File: src/rtl/mc_ctrl.sv
// mc_ctrl -- multi-cycle control FSM for the MIPS datapath.
//
// Sequences one instruction through FETCH/DECODE/EXEC/MEM/WB, drives every
// datapath mux select and write strobe, handshakes with a variable-latency
// data memory and counts retired legal instructions.
//
// Ports
//   clk        system clock, all state on the rising edge
//   reset      synchronous active-high; state -> FETCH, instr_cnt -> 0
//   op, funct  IR[31:26] / IR[5:0] from the IR register
//   zero       ALU A==B flag, meaningful in EXEC
//   dm_ready   data memory finishes the access this cycle (MEM only)
//   pc_we, ir_we, reg_we          PC / IR / GRF write enables
//   dm_req, dm_we                 data memory request / write
//   sel_a3     GRF write address: 00 rt, 01 rd, 10 $31
//   sel_wd     GRF write data: 00 ALU, 01 DM read data, 10 PC register
//   sel_alub   ALU B: 0 rt data, 1 extender
//   sel_npc    next PC: 00 PC+4, 01 branch, 10 jump, 11 rs data
//   alu_op     000 add, 001 sub, 010 or, 011 pass B
//   ext_op     00 zero-ext, 01 sign-ext, 10 imm<<16
//   state      current state encoding
//   illegal    one-cycle pulse in DECODE for an unsupported instruction
//   instr_cnt  retired legal instruction count (wraps)
module mc_ctrl (
  input  logic        clk,
  input  logic        reset,
  input  logic [5:0]  op,
  input  logic [5:0]  funct,
  input  logic        zero,
  input  logic        dm_ready,
  output logic        pc_we,
  output logic        ir_we,
  output logic        reg_we,
  output logic        dm_req,
  output logic        dm_we,
  output logic [1:0]  sel_a3,
  output logic [1:0]  sel_wd,
  output logic        sel_alub,
  output logic [1:0]  sel_npc,
  output logic [2:0]  alu_op,
  output logic [1:0]  ext_op,
  output logic [2:0]  state,
  output logic        illegal,
  output logic [31:0] instr_cnt
);

  typedef enum logic [2:0] {
    S_FETCH  = 3'd0,
    S_DECODE = 3'd1,
    S_EXEC   = 3'd2,
    S_MEM    = 3'd3,
    S_WB     = 3'd4
  } state_t;

  localparam logic [5:0] OP_RTYPE = 6'h00;
  localparam logic [5:0] OP_ORI   = 6'h0D;
  localparam logic [5:0] OP_LUI   = 6'h0F;
  localparam logic [5:0] OP_LW    = 6'h23;
  localparam logic [5:0] OP_SW    = 6'h2B;
  localparam logic [5:0] OP_BEQ   = 6'h04;
  localparam logic [5:0] OP_J     = 6'h02;
  localparam logic [5:0] OP_JAL   = 6'h03;
  localparam logic [5:0] FN_ADDU  = 6'h21;
  localparam logic [5:0] FN_SUBU  = 6'h23;
  localparam logic [5:0] FN_JR    = 6'h08;

  localparam logic [2:0] ALU_ADD  = 3'b000;
  localparam logic [2:0] ALU_SUB  = 3'b001;
  localparam logic [2:0] ALU_OR   = 3'b010;
  localparam logic [2:0] ALU_PASS = 3'b011;

  state_t state_q;

  logic is_addu, is_subu, is_jr, is_ori, is_lui, is_lw, is_sw;
  logic is_beq, is_j, is_jal, is_rtype, legal;

  // Instruction class decode straight from the IR fields.
  assign is_addu  = (op == OP_RTYPE) && (funct == FN_ADDU);
  assign is_subu  = (op == OP_RTYPE) && (funct == FN_SUBU);
  assign is_jr    = (op == OP_RTYPE) && (funct == FN_JR);
  assign is_ori   = (op == OP_ORI);
  assign is_lui   = (op == OP_LUI);
  assign is_lw    = (op == OP_LW);
  assign is_sw    = (op == OP_SW);
  assign is_beq   = (op == OP_BEQ);
  assign is_j     = (op == OP_J);
  assign is_jal   = (op == OP_JAL);
  assign is_rtype = is_addu | is_subu;
  assign legal    = is_rtype | is_jr | is_ori | is_lui | is_lw | is_sw |
                    is_beq | is_j | is_jal;

  assign state = state_q;

  // Per-state decode of the registered state and the IR fields.
  always_comb begin
    pc_we    = 1'b0;
    ir_we    = 1'b0;
    reg_we   = 1'b0;
    dm_req   = 1'b0;
    dm_we    = 1'b0;
    illegal  = 1'b0;
    sel_a3   = 2'b00;
    sel_wd   = 2'b00;
    sel_alub = 1'b0;
    sel_npc  = 2'b00;
    alu_op   = ALU_ADD;
    ext_op   = 2'b00;
    case (state_q)
      S_FETCH: begin
        ir_we = 1'b1;
        pc_we = 1'b1;
      end
      S_DECODE: illegal = ~legal;
      S_EXEC: begin
        if (is_rtype) begin
          alu_op = is_subu ? ALU_SUB : ALU_ADD;
        end else if (is_ori) begin
          sel_alub = 1'b1;
          alu_op   = ALU_OR;
        end else if (is_lui) begin
          sel_alub = 1'b1;
          ext_op   = 2'b10;
          alu_op   = ALU_PASS;
        end else if (is_lw || is_sw) begin
          sel_alub = 1'b1;
          ext_op   = 2'b01;
        end else if (is_beq) begin
          alu_op  = ALU_SUB;
          ext_op  = 2'b01;
          sel_npc = 2'b01;
          pc_we   = zero;
        end else if (is_j) begin
          pc_we   = 1'b1;
          sel_npc = 2'b10;
        end else if (is_jal) begin
          // The GRF sees the PC register before this edge updates it,
          // which already holds jal address + 4.
          pc_we   = 1'b1;
          sel_npc = 2'b10;
          reg_we  = 1'b1;
          sel_a3  = 2'b10;
          sel_wd  = 2'b10;
        end else if (is_jr) begin
          pc_we   = 1'b1;
          sel_npc = 2'b11;
        end
      end
      S_MEM: begin
        // Address path is held from EXEC for the whole memory residency.
        dm_req   = 1'b1;
        dm_we    = is_sw;
        sel_alub = 1'b1;
        ext_op   = 2'b01;
      end
      S_WB: begin
        reg_we = 1'b1;
        if (is_rtype) sel_a3 = 2'b01;
        if (is_lw)    sel_wd = 2'b01;
      end
      default: ;
    endcase
    // Reset overrides the strobes immediately so an in-flight memory
    // request is abandoned in the cycle reset appears.
    if (reset) begin
      pc_we   = 1'b0;
      ir_we   = 1'b0;
      reg_we  = 1'b0;
      dm_req  = 1'b0;
      dm_we   = 1'b0;
      illegal = 1'b0;
    end
  end

  // State sequencing and retirement counting.
  always_ff @(posedge clk) begin
    if (reset) begin
      state_q   <= S_FETCH;
      instr_cnt <= 32'd0;
    end else begin
      case (state_q)
        S_FETCH:  state_q <= S_DECODE;
        S_DECODE: state_q <= legal ? S_EXEC : S_FETCH;
        S_EXEC: begin
          if (is_rtype || is_ori || is_lui) begin
            state_q <= S_WB;
          end else if (is_lw || is_sw) begin
            state_q <= S_MEM;
          end else begin
            state_q <= S_FETCH;
            if (is_beq || is_j || is_jal || is_jr) instr_cnt <= instr_cnt + 32'd1;
          end
        end
        S_MEM: begin
          if (dm_ready) begin
            if (is_lw) begin
              state_q <= S_WB;
            end else begin
              state_q <= S_FETCH;
              if (is_sw) instr_cnt <= instr_cnt + 32'd1;
            end
          end
        end
        S_WB: begin
          state_q   <= S_FETCH;
          instr_cnt <= instr_cnt + 32'd1;
        end
        default: state_q <= S_FETCH;
      endcase
    end
  end

endmodule
File: config.mk
export PLATFORM = sky130hd
export DESIGN_NAME = mc_ctrl
export DESIGN_NICKNAME = d
export VERILOG_FILES = /design/src/rtl/mc_ctrl.sv
export SDC_FILE = /design/constraint.sdc
export NUM_CORES = 1
export LEC_CHECK = 0
export CAP_MARGIN = 20
export CORE_MARGIN = 3
export CORE_UTILIZATION = 47
export DETAILED_ROUTE_END_ITERATION = 7
export GPL_TIMING_DRIVEN = 0
export HOLD_SLACK_MARGIN = 0.1
export PLACE_DENSITY = 0.83
export SLEW_MARGIN = 20
export SYNTH_ARGS = -nofsm -noshare
export SYNTH_HDL_FRONTEND = slang
export SYNTH_SLANG_ARGS = --single-unit
File: constraint.sdc
create_clock -name clk -period 5 [get_ports clk]
set_clock_uncertainty 0.1 [all_clocks]
set_input_delay 1.5 -clock clk [delete_from_list [all_inputs] [get_ports clk]]
set_output_delay 1.5 -clock clk [all_outputs]
set_load 0.01 [all_outputs]
# Word-level counts from Yosys, hierarchy flattened

Cells that the tools add are included.

Input bits: 16
Output and inout bits: 53
Register bits after elaboration: 35

Bitwise logic cells: 10
$add $sub $neg: 1
Reduce and logical (&&, ||, !) cells: 13
Muxes and demuxes: 78
Eq/ne operators: 20

Operators by type and width:

| operator              | number |
|---|---|
| $mux 32               | 6 |
| $pmux 32 s3           | 1 |
| $mux 2                | 25 |
| $mux 1                | 36 |
| $add 32x1->32 const B | 1 |
| $eq 6x6->1 const B    | 4 |
| $eq 6x4->1 const B    | 3 |
| $eq 6x2->1 const B    | 2 |
| $ne 2x2->1 const B    | 6 |
| $pmux 2 s2            | 3 |
| $pmux 3 s4            | 1 |
| $mux 3                | 3 |
| $or 1x1->1            | 9 |
| $reduce_and 7->1      | 1 |
| $eq 3x2->1 const B    | 2 |
| $eq 6x3->1 const B    | 1 |
| $logic_not 6->1       | 1 |
| $logic_or 1x1->1      | 6 |
| $pmux 1 s2            | 3 |
| $eq 3x1->1 const B    | 1 |
| $eq 3x3->1 const B    | 1 |
| $logic_and 1x1->1     | 3 |
| $logic_not 3->1       | 1 |
| $reduce_bool 3->1     | 1 |
| $not 1->1             | 1 |

# Logic depth before layout (Yosys ltp)

Gate-level depths: netlist of run 1.

Depth after elaboration: 14
Gate-level depth with buffers: 8

# Worst setup path after synthesis of run 1

OpenSTA, ideal clock, no wires.

Path kind: input port to output port
From: input op[3]
To: output ext_op[1]
Setup slack: 466 ps
Arrival: 2934 ps
Path buffers: 1
Cell stages on the path: 5
Path through: buf_2 -> or4_1 -> o31ai_1 -> nor2b_1 -> and2_1

Cells in the longest elaborated chain, start to end: 5

Ends and longest elaborated chain:

| item                                                 | RTL line   | source |
|---|---|---|
| start, declared                                      | 27         | `input logic [5:0] op,` |
| $eq 6x4->1 / $logic_not 6->1 (equally long branches) | 82, 78, 79 |  |
| $mux 2 (tied with other cells)                       | 120        | `end else if (is_lui) begin` |
| $mux 2 / $or 1x1->1 (equally long branches)          | 117, 88    |  |
| $mux 2 (*)                                           | 115        | `if (is_rtype) begin` |
| $pmux 2 s2 (*)                                       | 108        | `case (state_q)` |
| end, declared                                        | 41         | `output logic [1:0] ext_op,` |

Mark *: on every way between the ends. The rest lies on a longest branch, timed or not.

# Worst setup path in the final report of run 1

From: input op[4]
To: output sel_a3[1]

Cells in the longest elaborated chain, start to end: 9

Ends and longest elaborated chain:

| item           | RTL line | source |
|---|---|---|
| $eq 6x2->1     | 87       | `assign is_jal = (op == OP_JAL);` |
| $mux 2         | 135      | `end else if (is_jal) begin` |
| $mux 2         | 132      | `end else if (is_j) begin` |
| $mux 2         | 127      | `end else if (is_beq) begin` |
| $mux 2         | 124      | `end else if (is_lw \|\| is_sw) begin` |
| $mux 2         | 120      |  |
| $mux 2         | 117      | `end else if (is_ori) begin` |
| $mux 2 (*)     | 115      |  |
| $pmux 2 s2 (*) | 108      |  |
| end, declared  | 36       | `output logic [1:0] sel_a3,` |

Marked as above.

==> flow_summary.json, run 1 <==
{
  "grt_overflow": 0,
  "grt_pass1_vias": 2437,
  "wl_mm": 7.00,
  "crit_type": "in -> out",
  "wl_per_cell_microns": 16.3,
  "max_cap_viol_count": 0,
  "yosys_warnings": 0,
  "drc": 0,
  "cts_tree": "yes",
  "clock_sinks": 35,
  "rsz0062_at_grt": "false",
  "htreeDepth": 2,
  "core-area_sq_mm": 0.00453,
  "timing.rr.start": "state[0]",
  "p_leak_nw": 1.12,
  "grt_pass1_wl_mm": 11.3,
  "slew_viol_final": 0,
  "synth_area_sq_mm": 0.00229,
  "final-setup-viol-count": 0,
  "dpl.hpwl_mm": 4.92,
  "required_ps": 3400,
  "ir_drop_uv": 115,
  "worst_slew_pin_slew_ps": 788,
  "grt_max_degree": 11,
  "syn_to_final_growth_pct": 39.2,
  "crit_arrival_ps": 3310,
  "finalHoldViolations": 0,
  "via_per_inst": 6.26,
  "insertion_delay_ps": 290,
  "endpoint_kind": "primary output",
  "ant_nets": 0,
  "vias": 2685,
  "clk_root_buffer_cell": "clkbuf_8",
  "synth.yosys.seq_area_share_pct": 30.5,
  "pre_cts_ws_ps": -582,
  "synth_edf_count": 0,
  "drive_gt1_share_pct": 11.5,
  "min_from": "instr_cnt[29]",
  "layout_setup_ws_ps": 86.2,
  "critPathMaxFanout": 7,
  "ys_ff_latch": 35,
  "drt_pass1_iterations": 5,
  "clkTransAtPathRegs_ps": 70,
  "groute.usage.overall_pct": 25.1,
  "final_area_sq_mm": 0.00319,
  "antenna_found_initial": 0,
  "crit_start": "op[4]",
  "synthFlopType": "dfxtp_1",
  "hold_path_class": "reg -> reg",
  "postSynth.asyncResetShare_pct": 0,
  "rows": 24,
  "status": "complete, no violations",
  "port_buffers": 65,
  "startpoint_type": "input pin",
  "num-nets-final": 381,
  "die_w_microns": 75.9,
  "ios": 69,
  "min_period_over_period_pct": 98.3,
  "place_area_sq_mm": 0.00303,
  "fin_crit_ps": 4910,
  "place.gp.congestion": 0.898,
  "maxSlewHeadroom_pct": 47.3,
  "synth.avg_cell_area_sq_um": 7.91,
  "n_antenna_cell": 0,
  "die_h_microns": 75.9,
  "start_util_pct": 50.6,
  "cts_made_buffers": 5,
  "postSynthCellCount": 290,
  "synth_cell_types": 47,
  "r2r_slack_ps": 2390,
  "finalPower_mw": 0.621,
  "drtIter0Drc": 237,
  "synth_nets": 307,
  "whs_ps": 394,
  "fillers": 390,
  "clock_path_buffers": 2,
  "die_area_sq_mm": 0.00576,
  "powerDensity_mw_per_mm2": 195,
  "fmaxAchievable_mhz": 204
}
## report_power, final
part | internal (mW) | total (mW) | switching [mW]
clock network | 0.146 | 0.246 | 0.0995
registers | 0.281 | 0.283 | 0.00193
logic | 0.0377 | 0.0932 | 0.0555
## path summary, 6_finish.rpt
check | endpoint | cells after the start
worst max-delay path | sel_a3[1] | 5
worst min-delay path | instr_cnt[29] | 2
worst max register to register | instr_cnt[8] | 7
worst min register to register | instr_cnt[29] | 2
## per-stage QoR
| stage | cells | utilization [%] | TNS, ps |
|---|---|---|---|
| 2_1_floorplan | 290 | - | 0 |
| 3_3_place_gp | 420 | 66.7 | -4440 |
| 6_report | 429 | 70.4 | 0 |
| 5_1_grt | 429 | 70.4 | 0 |
| 4_1_cts | 428 | 70.1 | 0 |
| 3_5_place_dp | 420 | 66.7 | -4940 |
## cell usage in the layout (no fill, tap or decap), types with 3 or more instances in the layout
cell / netlist / routed
a21oi_1: 33 / 33
and3_1: 7 / 7
buf_2: 6 / 7
buf_4: 2 / 3
buf_6: 5 / 5
clkbuf_1: 11 / 12
clkbuf_8: 0 / 5
clkdlybuf4s50_1: 0 / 50
dfxtp_1: 35 / 35
dlygate4sd2_1: 0 / 7
dlymetal6s2s_1: 0 / 5
inv_1: 5 / 5
nand2_1: 14 / 14
nand3_1: 21 / 21
nand4_1: 13 / 13
nor2_1: 23 / 21
nor3_1: 8 / 7
o21ai_0: 9 / 9
o31ai_1: 29 / 28
or3_1: 4 / 3
or4_1: 29 / 28
## what timing repair did
item / in CTS / in global routing
gates resized for setup: 21 / 11
hold buffers: 0 / 0
pin swaps: 2 / 3
endpoints found under the setup margin: 13 / 6
buffers inserted: 1 / 1
## registers in the layout, indices dropped and copies added (netlist names)
register / flops
instr_cnt: 32
state: 3
## area by class of cell
cell class | instances | area (sq um) | area share [%]
Tap cell | 65 | 81.3 | 2.55
Sequential cell | 35 | 701 | 21.9
Timing Repair Buffer | 67 | 673 | 21.1
Inverter | 5 | 18.8 | 0.588
Clock buffer | 6 | 72.6 | 2.27
Buffer | 24 | 143 | 4.47
Clock inverter | 1 | 30.0 | 0.940
Multi-Input combinational cell | 226 | 1480 | 46.2
## worst max-delay path: stages
cell and delay, ps:
clkdlybuf4s15_2 240, or4_4 550, or3_4 400, inv_1 90
clkdlybuf4s50_1 540
## logic make-up after synthesis
group,share of synthesized area (%)
buffers and inverters,7.03
flip-flops,30.5
AO/OA/AOI/OAI,24.0
other,0.163
AND/OR/NAND/NOR,36.7
multiplexers,0.981
adder cells (fa/ha/maj),0.545
## per-layer routing
metal  wire (microns)  global-route usage (%)  vias to the layer above
met2             3240                    38.8                      126
met1             3120                    35.0                     1260
li1                 -                       -                     1284
met4              116                    8.74                        0
met3              536                    4.35                       15
met5                0                       0                        -
## synth_stat cells, types with 4 or more instances
cell type | n | area (sq um)
nor2_1 | 23 | 86.3
or3_1 | 4 | 25.0
clkbuf_1 | 11 | 41.3
nor3_1 | 8 | 40.0
inv_1 | 5 | 18.8
or4_1 | 29 | 218
dfxtp_1 | 35 | 701
buf_6 | 5 | 56.3
nand3_1 | 21 | 105
o31ai_1 | 29 | 218
and3_1 | 7 | 43.8
a21oi_1 | 33 | 165
nand2_1 | 14 | 52.6
o21ai_0 | 9 | 45.0
buf_2 | 6 | 30.0
nand4_1 | 13 | 81.3
Note: power is estimated with default switching activity, not from simulation.
==> run 2, diff against run 1 <==
--- a/config.mk
+++ b/config.mk
@@ -12,6 +12,7 @@
 export GPL_TIMING_DRIVEN = 0
 export HOLD_SLACK_MARGIN = 0.1
 export PLACE_DENSITY = 0.83
+export SKIP_LAST_GASP = 1
 export SLEW_MARGIN = 20
 export SYNTH_ARGS = -nofsm -noshare
 export SYNTH_HDL_FRONTEND = slang
==> run 2 against run 1 <==
Power about the same. Global-route usage down 0.054 points. Non-clock buffer count unchanged. Die area unchanged. Sequential cell count unchanged. Sequential power about the same. Critical path depth up 1. Final cell count unchanged. Critical path type unchanged. Critical endpoint is now sel_wd[1]. Largest power group unchanged. Highest routed layer unchanged.
==> flow_summary.json, run 2 (synthesis gave the netlist of run 1 again) <==
{
  "place.gp.congestion": 0.898,
  "crit_arrival_ps": 3390,
  "pre_cts_ws_ps": -582,
  "clk_root_buffer_cell": "clkbuf_8",
  "layout_setup_ws_ps": 13.5,
  "whs_ps": 395,
  "slew_viol_final": 0,
  "timing.rr.start": "state[0]",
  "syn_to_final_growth_pct": 39.2,
  "grt_pass1_vias": 2427,
  "grt_overflow": 0,
  "htreeDepth": 2,
  "max_cap_viol_count": 0,
  "die_h_microns": 75.9,
  "power_frac_clock_pct": 39.5,
  "slowest_stage": "clkdlybuf4s50_1",
  "status": "complete, no violations",
  "cts_made_buffers": 5,
  "crit_type": "in -> out",
  "insertion_delay_ps": 290,
  "whs_path_depth": 2,
  "die_w_microns": 75.9,
  "min_period_over_period_pct": 99.7,
  "critPathMaxFanout": 7,
  "min_from": "instr_cnt[29]",
  "layout.cells.non_filler": 429,
  "netSwitchingPower_mw": 0.157,
  "crit_chain": "dlygate4sd2_1 > or4_4 > or3_4 > inv_1 > buf_4 > clkdlybuf4s50_1",
  "via_per_inst": 6.23,
  "hold_buffers": 0,
  "largest_reg_flops": 32,
  "dp.cells": 420,
  "required_ps": 3400,
  "final_util_pct": 70.4,
  "worst_slew_pin_slew_ps": 783,
  "reg2reg_to": "instr_cnt[13]",
  "drt_pass1_iterations": 4,
  "drtIter0Drc": 209,
  "p_comb_share_pct": 15.0,
  "fin_crit_ps": 4990,
  "ant_nets": 0,
  "cts_tree": "yes",
  "switching_share_pct": 25.2,
  "ios": 69,
  "grt_pass1_wl_mm": 11.3,
  "max_stage_delay_ps": 520,
  "ir_drop_uv": 116,
  "grt_max_degree": 11,
  "r2r_slack_ps": 2400,
  "fmaxAchievable_mhz": 201,
  "n_antenna_cell": 0,
  "p_leak_nw": 1.11,
  "core-area_sq_mm": 0.00453,
  "min_to": "instr_cnt[29]",
  "endpoint_kind": "primary output",
  "power_frac_seq_pct": 45.5,
  "layout_common_cells": "52 x clkdlybuf4s50_1, 35 x dfxtp_1, 33 x a21oi_1",
  "num-nets-final": 381,
  "critical_path_buf_inv_count": 4,
  "clock_sinks": 35,
  "powerDensity_mw_per_mm2": 195,
  "antenna_found_initial": 0,
  "final-setup-viol-count": 0,
  "die_area_sq_mm": 0.00576,
  "p_int_mw": 0.464,
  "regMostFlops": "instr_cnt",
  "rsz0062_at_grt": "true",
  "path_delay_family": "buffers and inverters",
  "finalHoldViolations": 0,
  "vias": 2672,
  "clock_path_buffers": 2,
  "groute.usage.overall_pct": 25.0,
  "startpoint_type": "input pin",
  "dpl.hpwl_mm": 4.92,
  "drive_gt1_share_pct": 11.3,
  "finalPower_mw": 0.621,
  "wl_mm": 7.01,
  "drc": 0,
  "reg2regPathDepth": 8,
  "wl_per_cell_microns": 16.3,
  "start_util_pct": 50.6,
  "maxSlewHeadroom_pct": 47.6,
  "hold_path_class": "reg -> reg",
  "port_buffers": 65,
  "cp_num_cells": 6,
  "final_common_cell": "clkdlybuf4s50_1",
  "rows": 24,
  "clkTransAtPathRegs_ps": 70
}
## run 2: changes by cell type in the layout (fill, tap and decap cells not counted)
cell / previous run / this run
clkdlybuf4s15_2: 1 / 0
clkdlybuf4s50_1: 50 / 52
dlygate4sd2_1: 7 / 6
## run 2: worst register-to-register path, stage by stage, from the launching register on
cell and delay [ps]:
dfxtp_1 330, clkbuf_1 210, nor3b_1 530, o21ai_0 230
o311a_4 230, buf_6 160, clkbuf_1 220, o31ai_1 340
a21oi_1 110
## run 2: per-layer routing
layer / track usage [%] / share of wire, %
met5: 0 / 0
met4: 8.74 / 1.5
met2: 38.6 / 47
met3: 4.35 / 7.0
met1: 35.0 / 45
## run 2: metrics by stage
stage	area (sq um)	TNS (ps)
2_1_floorplan	2290	0
3_3_place_gp	3030	-4440
3_5_place_dp	3030	-4940
4_1_cts	3170	-293
5_1_grt	3190	-62.6
6_report	3190	0
## run 2: worst max-delay path by stage
stage,start,end,slack (ps)
5_1_grt,op[5],sel_wd[1],-50
3_3_place_gp,op[0],pc_we,-520
6_report,op[5],sel_wd[1],10
4_1_cts,op[4],sel_npc[0],-80
3_5_place_dp,op[0],pc_we,-580
2_1_floorplan,op[3],ext_op[1],470
## run 2: layout make-up
| class | instances | area, sq um |
|---|---|---|
| plain buffers | 24 | 143 |
| well taps | 65 | 81.3 |
| inverters | 5 | 18.8 |
| clock buffers | 6 | 72.6 |
| fillers | 390 | 1340 |
| multi-input cells | 226 | 1480 |
| repair buffers | 67 | 673 |
| clock inverters | 1 | 30.0 |
| flip-flops and latches | 35 | 701 |
## run 2: repair_timing
item,CTS,global route
hold endpoints to repair,0,0
buffers inserted,1,1
gates resized for setup,14,14
pin swaps,2,2
setup endpoints to repair,13,10
## run 2: power by group through the flow
stage / Combinational (mW) / Clock (mW) / Sequential (mW)
after global routing: 0.101 / 0.261 / 0.283
final: 0.0933 / 0.245 / 0.283
after CTS: 0.0924 / 0.250 / 0.283
after global placement: 0.0894 / 0 / 0.289
after detailed placement: 0.0908 / 0 / 0.289
after floorplan: 0.0519 / 0 / 0.290
==> run 3, diff against run 2 <==
--- a/config.mk
+++ b/config.mk
@@ -7,13 +7,13 @@
 export LEC_CHECK = 0
 export CAP_MARGIN = 20
 export CORE_MARGIN = 3
-export CORE_UTILIZATION = 47
+export CORE_UTILIZATION = 35
 export DETAILED_ROUTE_END_ITERATION = 7
+export GPL_ROUTABILITY_DRIVEN = 0
 export GPL_TIMING_DRIVEN = 0
 export HOLD_SLACK_MARGIN = 0.1
-export PLACE_DENSITY = 0.83
+export PLACE_DENSITY = 0.65
 export SKIP_LAST_GASP = 1
-export SLEW_MARGIN = 20
 export SYNTH_ARGS = -nofsm -noshare
 export SYNTH_HDL_FRONTEND = slang
 export SYNTH_SLANG_ARGS = --single-unit
==> run 3 against run 2 <==
The flow now finishes with violations (negative setup slack). First-iteration DRC count grew 1.9%. Power grew 4.5%. Sequential share of layout area shrank 0.31 points. Sequential cell count is the same. Utilization shrank 18 points. Via count is essentially flat. Die area grew 31%. Worst setup slack lost 21 ps. Critical endpoint is now sel_npc[0].
==> flow_summary.json, run 3 (synthesis gave the netlist of run 1 again) <==
{
  "status": "complete, but fails checks",
  "violations": "negative setup slack",
  "start_util_pct": 37.4,
  "fmaxAchievable_mhz": 200,
  "cts_made_buffers": 5,
  "seq_area_sq_um": 701,
  "groute.usage.overall_pct": 19.4,
  "final_common_cell": "clkdlybuf4s50_1",
  "clock_sinks": 35,
  "syn_to_final_growth_pct": 41.2,
  "powerDensity_mw_per_mm2": 200,
  "place_area_sq_mm": 0.00304,
  "multi_input_area_sq_mm": 0.00149,
  "crit_arrival_ps": 3410,
  "clock_path_buffers": 2,
  "layout.cells.non_filler": 442,
  "fillers": 593,
  "grt_pass1_vias": 2424,
  "cts_tree": "yes",
  "hold_buffers": 0,
  "port_buffers": 65,
  "worst_slew_pin_slew_ps": 815,
  "clkTransAtPathRegs_ps": 80,
  "grt_overflow": 0,
  "wl_mm": 7.35,
  "die_w_microns": 87.0,
  "clk_root_buffer_cell": "clkbuf_8",
  "fin_crit_ps": 5010,
  "layout_common_cells": "50 x clkdlybuf4s50_1, 35 x dfxtp_1, 33 x a21oi_1",
  "grt_pass1_wl_mm": 12.0,
  "final_area_sq_mm": 0.00324,
  "n_antenna_cell": 0,
  "min_period_over_period_pct": 100,
  "required_ps": 3400,
  "insertion_delay_ps": 300,
  "crit_chain": "clkdlybuf4s50_1 > or4_4 > o31ai_4 > buf_4 > nor3_2 > o21a_1 > dlygate4sd2_1",
  "finalHoldViolations": 0,
  "dp.cells": 430,
  "die_area_sq_mm": 0.00756,
  "endpoint_kind": "primary output",
  "wl_per_cell_microns": 16.6,
  "ant_nets": 0,
  "slowest_stage": "or4_4",
  "p_leak_nw": 1.15,
  "use_met2_pct": 30.2,
  "max_stage_delay_ps": 610,
  "regMostFlops": "instr_cnt",
  "rsz0062_at_grt": "true",
  "critPathMaxFanout": 4,
  "vias": 2670,
  "final-setup-viol-count": 1,
  "drive_gt1_share_pct": 13.6,
  "met3_usage_pct": 3.78,
  "max_cap_viol_count": 0,
  "top_usage_layer": "met2",
  "largest_reg_flops": 32,
  "drtIter0Drc": 213,
  "die_h_microns": 87.0,
  "drt_pass1_iterations": 5,
  "whs_ps": 391,
  "num-nets-final": 383,
  "ios": 69,
  "ir_drop_uv": 151,
  "layout_setup_ws_ps": -7.96,
  "grt.met1_usage_pct": 27.0,
  "crit_type": "in -> out",
  "dpl.hpwl_mm": 5.03,
  "drc": 0,
  "via_per_inst": 6.04,
  "maxSlewHeadroom_pct": 45.5,
  "grt_max_degree": 12,
  "startpoint_type": "input pin",
  "rows": 28,
  "htreeDepth": 2,
  "hold_path_class": "reg -> reg",
  "core-area_sq_mm": 0.00613,
  "slew_viol_final": 0,
  "pre_cts_ws_ps": -640,
  "antenna_found_initial": 0
}
-- run 3: cell count changes in the layout (fill, tap and decap cells not counted), moves of 2 or more --
cell,delta
clkbuf_2,+3
nor3_1,-2
clkbuf_1,-2
buf_4,+3
nor3_2,+2
clkdlybuf4s50_1,-2
-- run 3: what timing repair did --
item / in CTS / in global routing
endpoints found under the setup margin: 14 / 11
resized for setup: 17 / 18
setup buffers: 1 / 3
pin swaps: 1 / 4
-- run 3: layout make-up --
class / count / area share, %
Clock buffer: 6 / 2.55
Buffer: 24 / 4.44
Inverter: 5 / 0.579
Multi-Input combinational cell: 226 / 46.0
Sequential cell: 35 / 21.6
Clock inverter: 2 / 1.08
Timing Repair Buffer: 69 / 20.8
Tap cell: 75 / 2.90
-- run 3: worst max-delay path: cells and delay by family --
| family | cells | cell delay, ps |
|---|---|---|
| AOI/OAI and AO/OA | 2 | 430 |
| buffers and inverters | 3 | 840 |
| and+or+nand+nor | 2 | 650 |
-- run 3: final timing paths --
| check | to | slack (ps) | cells after the start | from |
|---|---|---|---|---|
| max | sel_npc[0] | -8 | 7 | funct[2] |
| min | instr_cnt[31] | 390 | 2 | instr_cnt[31] |
| max reg2reg | instr_cnt[8] | 2330 | 7 | state[0] |
| min reg2reg | instr_cnt[31] | 390 | 2 | instr_cnt[31] |
-- run 3: per-layer routing --
metal,wire (microns),vias up
li1,-,1290
met1,3410,1244
met2,3310,125
met3,515,11
met4,113,0
met5,0,-
-- run 3: power by group --
group	total (mW)	switching, mW	internal [mW]
clock	0.271	0.109	0.161
combinational	0.0960	0.0573	0.0388
sequential	0.283	0.00198	0.281
total	0.649	0.169	0.481
-- run 3: stage by stage --
stage          TNS, ps  power, mW  util (%)
5_1_grt           -131      0.675      52.8
3_5_place_dp     -5180      0.381      49.6
3_3_place_gp     -4760      0.380      49.6
4_1_cts           -155      0.650      52.0
2_1_floorplan        0      0.342         -
6_report         -7.96      0.649      52.8
